**src/rtl/ber_sweep_ctrl.sv**
```systemverilog
`default_nettype none
// +--------------------------------------------------------------------------+
// | ber_sweep_ctrl : BER-vs-SNR sweep sequencer (reset/settle/measure/emit).  |
// | Optional macro BER_SWEEP_TIMEOUT_EN: result timeout with sticky overflow. |
// | Revision: 1.0                                                            |
// +--------------------------------------------------------------------------+
module ber_sweep_ctrl #(
  parameter logic [7:0] SIGMA              = 8'h1C,
  parameter int         NBT_COUNT_BITS_ERR = 64,
  parameter int         NBT_WIN            = 32,
  parameter int         RST_CYCLES         = 16
`ifdef BER_SWEEP_TIMEOUT_EN
  ,
  parameter int         TIMEOUT_CYCLES     = 1024
`endif
) (
  input  logic                          clk,
  input  logic                          i_reset,
  input  logic                          i_start,
  input  logic                          i_abort,
  input  logic [7:0]                    i_sigma_start,
  input  logic [7:0]                    i_sigma_step,
  input  logic [7:0]                    i_num_points,
  input  logic [NBT_WIN-1:0]            i_settle_cycles,
  input  logic [NBT_WIN-1:0]            i_meas_cycles,
  input  logic [NBT_COUNT_BITS_ERR-1:0] i_accum_err_I,
  input  logic [NBT_COUNT_BITS_ERR-1:0] i_accum_bit_I,
  input  logic                          i_res_ready,
  output logic                          o_rst_soft,
  output logic                          o_en_rx_soft,
  output logic [7:0]                    o_sigma,
  output logic                          o_busy,
  output logic                          o_done,
  output logic                          o_res_valid,
  output logic [7:0]                    o_res_idx,
  output logic [7:0]                    o_res_sigma,
  output logic [NBT_COUNT_BITS_ERR-1:0] o_res_err,
  output logic [NBT_COUNT_BITS_ERR-1:0] o_res_bits,
  output logic                          o_overflow
);

  typedef enum logic [2:0] {
    S_IDLE   = 3'd0,
    S_RST    = 3'd1,
    S_SETTLE = 3'd2,
    S_MEAS   = 3'd3,
    S_EMIT   = 3'd4,
    S_DONE   = 3'd5
  } state_t;

  state_t                          state_q;
  logic [NBT_WIN-1:0]              cnt_q, settle_q, meas_q;
  logic [7:0]                      num_q, step_q, idx_q, sigma_q;
  logic [NBT_COUNT_BITS_ERR-1:0]   err0_q, bit0_q, res_err_q, res_bits_q;
  logic [7:0]                      res_idx_q, res_sigma_q;
  logic                            rst_soft_q, en_rx_q, busy_q, done_q, res_valid_q;

  logic signed [8:0] sigma_sum_d;
  logic [7:0]        sigma_next_d;
  logic              rst_last_d, settle_last_d, meas_last_d, last_point_d;
  logic              emit_drop_d, emit_adv_d;

  assign sigma_sum_d = $signed({sigma_q[7], sigma_q}) + $signed({step_q[7], step_q});

  // Clamp to the signed 8-bit range when the 9-bit sum leaves it.
  always_comb begin
    sigma_next_d = sigma_sum_d[7:0];
    if (sigma_sum_d[8] != sigma_sum_d[7])
      sigma_next_d = sigma_sum_d[8] ? 8'h80 : 8'h7F;
  end

  assign rst_last_d    = (cnt_q == NBT_WIN'(RST_CYCLES - 1));
  assign settle_last_d = (settle_q == '0) || (cnt_q == settle_q - NBT_WIN'(1));
  assign meas_last_d   = (meas_q == '0) || (cnt_q == meas_q - NBT_WIN'(1));
  assign last_point_d  = (idx_q == num_q - 8'd1);

`ifdef BER_SWEEP_TIMEOUT_EN
  localparam int TMO_W = $clog2(TIMEOUT_CYCLES + 1);
  logic [TMO_W-1:0] tmo_q;
  logic             overflow_q;
  assign emit_drop_d = !i_res_ready && (tmo_q == TMO_W'(TIMEOUT_CYCLES - 1));
  assign o_overflow  = overflow_q;
`else
  assign emit_drop_d = 1'b0;
  assign o_overflow  = 1'b0;
`endif
  assign emit_adv_d = res_valid_q && (i_res_ready || emit_drop_d);

  always_ff @(posedge clk) begin
    if (i_reset) begin
      state_q     <= S_IDLE;
      cnt_q       <= '0;
      settle_q    <= '0;
      meas_q      <= '0;
      num_q       <= '0;
      step_q      <= '0;
      idx_q       <= '0;
      sigma_q     <= SIGMA;
      err0_q      <= '0;
      bit0_q      <= '0;
      res_err_q   <= '0;
      res_bits_q  <= '0;
      res_idx_q   <= '0;
      res_sigma_q <= '0;
      rst_soft_q  <= 1'b1;
      en_rx_q     <= 1'b0;
      busy_q      <= 1'b0;
      done_q      <= 1'b0;
      res_valid_q <= 1'b0;
`ifdef BER_SWEEP_TIMEOUT_EN
      tmo_q       <= '0;
      overflow_q  <= 1'b0;
`endif
    end else begin
      case (state_q)
        S_IDLE: begin
          done_q     <= 1'b0;
          rst_soft_q <= 1'b1;
          en_rx_q    <= 1'b0;
          if (i_start && !i_abort) begin
            num_q    <= i_num_points;
            step_q   <= i_sigma_step;
            settle_q <= i_settle_cycles;
            meas_q   <= i_meas_cycles;
`ifdef BER_SWEEP_TIMEOUT_EN
            overflow_q <= 1'b0;
`endif
            if (i_num_points == 8'd0) begin
              done_q <= 1'b1;
            end else begin
              sigma_q <= i_sigma_start;
              idx_q   <= 8'd0;
              busy_q  <= 1'b1;
              cnt_q   <= '0;
              state_q <= S_RST;
            end
          end
        end
        S_RST: begin
          if (rst_last_d) begin
            rst_soft_q <= 1'b0;
            en_rx_q    <= 1'b1;
            cnt_q      <= '0;
            state_q    <= S_SETTLE;
          end else begin
            cnt_q <= cnt_q + NBT_WIN'(1);
          end
        end
        S_SETTLE: begin
          if (settle_last_d) begin
            err0_q  <= i_accum_err_I;
            bit0_q  <= i_accum_bit_I;
            cnt_q   <= '0;
            state_q <= S_MEAS;
          end else begin
            cnt_q <= cnt_q + NBT_WIN'(1);
          end
        end
        S_MEAS: begin
          if (meas_last_d) begin
            // Modular subtraction keeps the window count correct across accumulator wrap.
            res_err_q   <= (meas_q == '0) ? '0 : i_accum_err_I - err0_q;
            res_bits_q  <= (meas_q == '0) ? '0 : i_accum_bit_I - bit0_q;
            res_idx_q   <= idx_q;
            res_sigma_q <= sigma_q;
            res_valid_q <= 1'b1;
            en_rx_q     <= 1'b0;
            state_q     <= S_EMIT;
`ifdef BER_SWEEP_TIMEOUT_EN
            tmo_q       <= '0;
`endif
          end else begin
            cnt_q <= cnt_q + NBT_WIN'(1);
          end
        end
        S_EMIT: begin
`ifdef BER_SWEEP_TIMEOUT_EN
          tmo_q <= emit_adv_d ? '0 : tmo_q + TMO_W'(1);
          if (emit_drop_d) overflow_q <= 1'b1;
`endif
          if (emit_adv_d) begin
            res_valid_q <= 1'b0;
            if (last_point_d) begin
              done_q  <= 1'b1;
              busy_q  <= 1'b0;
              state_q <= S_DONE;
            end else begin
              idx_q      <= idx_q + 8'd1;
              sigma_q    <= sigma_next_d;
              cnt_q      <= '0;
              rst_soft_q <= 1'b1;
              state_q    <= S_RST;
            end
          end
        end
        S_DONE: begin
          done_q  <= 1'b0;
          state_q <= S_IDLE;
        end
        default: state_q <= S_IDLE;
      endcase

      if (i_abort && state_q != S_IDLE) begin
        state_q     <= S_IDLE;
        res_valid_q <= 1'b0;
        busy_q      <= 1'b0;
        done_q      <= 1'b0;
        rst_soft_q  <= 1'b1;
        en_rx_q     <= 1'b0;
      end
    end
  end

  assign o_rst_soft   = rst_soft_q;
  assign o_en_rx_soft = en_rx_q;
  assign o_sigma      = sigma_q;
  assign o_busy       = busy_q;
  assign o_done       = done_q;
  assign o_res_valid  = res_valid_q;
  assign o_res_idx    = res_idx_q;
  assign o_res_sigma  = res_sigma_q;
  assign o_res_err    = res_err_q;
  assign o_res_bits   = res_bits_q;

endmodule
`default_nettype wire

```
**config.mk**
```make
export PLATFORM = sky130hd
export DESIGN_NAME = ber_sweep_ctrl
export DESIGN_NICKNAME = d
export VERILOG_FILES = /design/src/rtl/ber_sweep_ctrl.sv
export SDC_FILE = /design/constraint.sdc
export NUM_CORES = 1
export LEC_CHECK = 0
export BUFFER_PORTS_ARGS = -buffer_cell sky130_fd_sc_hd__buf_2
export CAP_MARGIN = 0
export CORE_MARGIN = 10
export CORE_UTILIZATION = 50
export CTS_CLUSTER_SIZE = 28
export DETAILED_ROUTE_END_ITERATION = 10
export GPL_TIMING_DRIVEN = 0
export PLACE_DENSITY = 0.71
export SLEW_MARGIN = 20
export SYNTH_ARGS = -nofsm -noshare
export SYNTH_HDL_FRONTEND = slang
export SYNTH_SLANG_ARGS = --single-unit
```
**constraint.sdc**
```tcl
create_clock -name clk -period 5.3 [get_ports clk]
set_input_delay 0.795 -clock clk [delete_from_list [all_inputs] [get_ports clk]]
set_output_delay 0.795 -clock clk [all_outputs]
set_load 0.01 [all_outputs]
```
==> flow_metrics.py <==
metrics = {
    "clocking": {
        "clock_latency_ns": 0.61,
        "clk_pin_slew_ns": 0.06,
        "htree_levels": 2,
        "cts_buffers": 47,
        "cts_setup_buffers": 0,
        "clock_sinks": 408,
        "clockBufferDepth": 3,
        "cts_root_buf": "clkbuf_16",
        "cts_tree": "yes",
    },
    "yosys": {
        "syn_nets": 3926,
        "postSynth.asyncResetShare": 0,
        "ys_types": 86,
        "synth_seq_cells": 408,
        "syn-cell-area_um2": 26000,
        "synth_warnings": 0,
        "synth_edf_count": 0,
        "ys_seq_area_frac": 0.314,
        "syn_avg_cell_area_um2": 7.29,
        "synth_cells": 3561,
        "yosysTopAreaCell": "dfxtp_1",
        "yosys-top-cells-area": "dfxtp_1 31%, nand2_1 9.4%, a21oi_1 9.3%",
        "synth_top_area_frac": 0.314,
        "ys.flop_type": "dfxtp_1",
    },
    "timing": {
        "finalSetupViolCount": 0,
        "drv_slew": 0,
        "period_share": 0.960,
        "rsz0062_at_grt": "no",
        "tightest_slew_ns": 1.14,
        "hold_viol_final": 0,
        "max_freq_ghz": 0.196,
        "skew_ns": 0.0278,
        "maxSlewHeadroom": 0.242,
        "final.setup.worst_slack_ns": 0.211,
        "period_minus_slack_ns": 5.09,
    },
    "placed_design": {
        "dp_hpwl_um": 70500,
        "portBuffers": 376,
        "place_ws_ns": 0.144,
        "place.gp.congestion": 0.944,
        "dp_cells": 4617,
    },
    "setup_path": {
        "r2r_cells": 14,
        "cp.arrival_ns": 5.55,
        "cp.required_ns": 5.76,
        "cp_max_fo": 10,
        "endpoint_kind": "flop",
        "start_kind": "flop",
        "critPathKind": "flop to flop",
    },
    "routing": {
        "wl_per_cell_um": 19.2,
        "drt-initial-drc-count": 2331,
        "remaining_drc_errors": 0,
        "vias_per_cell": 5.73,
        "ant_nets": 0,
        "vias": 26951,
        "drt_wl_total_um": 90500,
        "firstDrtPassIters": 5,
    },
    "power": {
        "max-vdd-ir-drop_uv": 222,
        "p_leak_nw": 12.1,
        "pwr-share-clk": 0.357,
        "p_switching_w": 0.00325,
        "p_int_w": 0.00624,
        "seq_power_share": 0.353,
        "comb_power_share": 0.290,
        "powerDensity_nw_per_um2": 312,
        "switching_share": 0.343,
    },
    "floorplanning": {
        "die_height_um": 248,
        "core_um2": 51400,
        "die_area_um2": 61500,
        "fp-row-count": 83,
        "io_pins": 379,
        "die_width_um": 248,
        "initial_core_util": 0.505,
    },
    "global_routing": {
        "gr-total-overflow": 0,
        "use_met3": 0.0649,
        "use_met2": 0.464,
        "grt_max_degree": 13,
        "top_usage_layer": "met2",
        "grt_pass1_vias": 24717,
        "grt_use_met1": 0.351,
        "antenna_found_initial": 11,
        "grt_use_total": 0.279,
        "grt_pass1_wl_um": 137000,
    },
    "layout": {
        "area_growth_pct": 16.9,
        "layout-drive-gt1-share": 0.131,
        "final_nets": 4351,
        "mostFrequentLayoutCell": "nand2_1",
        "instances_no_fill": 4705,
        "most-common-layout-cells": "648 x nand2_1, 483 x a21oi_1, 408 x dfxtp_1",
    },
    "run_status": {
        "run_status": "complete, no violations",
    },
    "flow_run": {
        "drv_cap": 0,
    },
    "worst_hold_path": {
        "hp-class": "primary input to flop",
        "hold_depth": 3,
    },
}
-- per-layer routing --
layer	vias to the layer above	wire length, um
met5	-	38
met4	6	2890
met3	178	7740
met2	922	42000
met1	12578	37800
li1	13267	-
-- power by group through the flow --
stage               clock (W)  combinational (W)  sequential (W)
CTS                   0.00343            0.00269         0.00334
finish                0.00339            0.00275         0.00335
detailed placement          0            0.00267         0.00341
global placement            0            0.00265         0.00341
global route          0.00356            0.00301         0.00336
floorplan                   0            0.00192         0.00337
-- per-stage QoR --
step	util	total power [W]	hold WS, ns	area, um^2	TNS [ns]
CTS	0.590	0.00946	0.409	30300	0
floorplan	-	0.00529	0.432	26000	0
global route	0.591	0.00993	0.430	30400	0
global placement	0.559	0.00605	0.430	28700	-19.22
finish	0.591	0.00949	0.431	30400	0
detailed placement	0.559	0.00608	0.441	28700	0
-- cells by family after synthesis --
kind of cell / synth area share
and+or+nand+nor: 0.242
AOI/OAI and AO/OA: 0.231
buffers and inverters: 0.0613
DFF: 0.314
xor gates and xnor gates: 0.0727
adders and majority gates: 0.0702
muxes: 0.00857
other: 0.000144
-- synth_stat cells (all sizes together), types with 17 or more instances --
master / instances
or2: 18
nor2: 208
nand2b: 37
a21oi: 483
nand4: 60
o21ai: 166
nand3: 64
a21o: 96
inv: 186
xnor2: 116
nand2: 649
o31ai: 22
ha: 141
mux2i: 20
o21bai: 23
clkbuf: 203
o21a: 22
or3: 27
xor2: 97
nor3: 121
dfxtp: 408
or4: 21
and3: 29
a31oi: 37
buf: 23
nor4: 41
nor2b: 24
nand3b: 17
and2: 19
-- what timing repair did --
action                                  4_1_cts  5_1_grt
hold buffers                                  0        0
resized for setup                             0        6
endpoints found under the setup margin        0      212
-- worst paths after layout --
kind | endpoint | from | slack, ns
setup reg to reg | o_res_bits[37] | meas_q[9] | 0.21
hold reg to reg | o_res_bits[5] | o_res_bits[5] | 0.45
setup / recovery | o_res_bits[37] | meas_q[9] | 0.21
hold / removal | settle_q[10] | i_settle_cycles[10] | 0.43
-- sequential cells by signal, indices dropped and copies added (netlist names), 8 cells and up --
name         flops
bit0_q          64
err0_q          64
o_res_bits      64
o_res_err       64
cnt_q           32
meas_q          32
settle_q        32
idx_q            8
num_q            8
o_res_idx        8
o_res_sigma      8
o_sigma          8
step_q           8
-- cell type report --
cell class | count | area [um^2]
multi-input cells | 2739 | 16300
flip-flops and latches | 408 | 8170
inverters | 188 | 706
plain buffers | 226 | 888
clock buffers | 70 | 1450
diodes | 4 | 10.0
well taps | 680 | 851
repair buffers | 376 | 1880
fillers | 4969 | 21000
clock inverters | 14 | 151
-- critical path, stage by stage, from the launching register on --
cell,delay (ns)
dfxtp_1,0.29
clkbuf_1,0.22
or4_1,0.64
nor4_2,0.52
nand4_1,0.25
xnor2_1,0.21
a2111oi_0,0.56
nand4b_1,0.23
o41ai_2,0.41
buf_4,0.28
nand2_2,0.25
buf_2,0.35
clkbuf_1,0.39
a22oi_1,0.28
nor2_1,0.05
(Power assumes the default switching activity.)
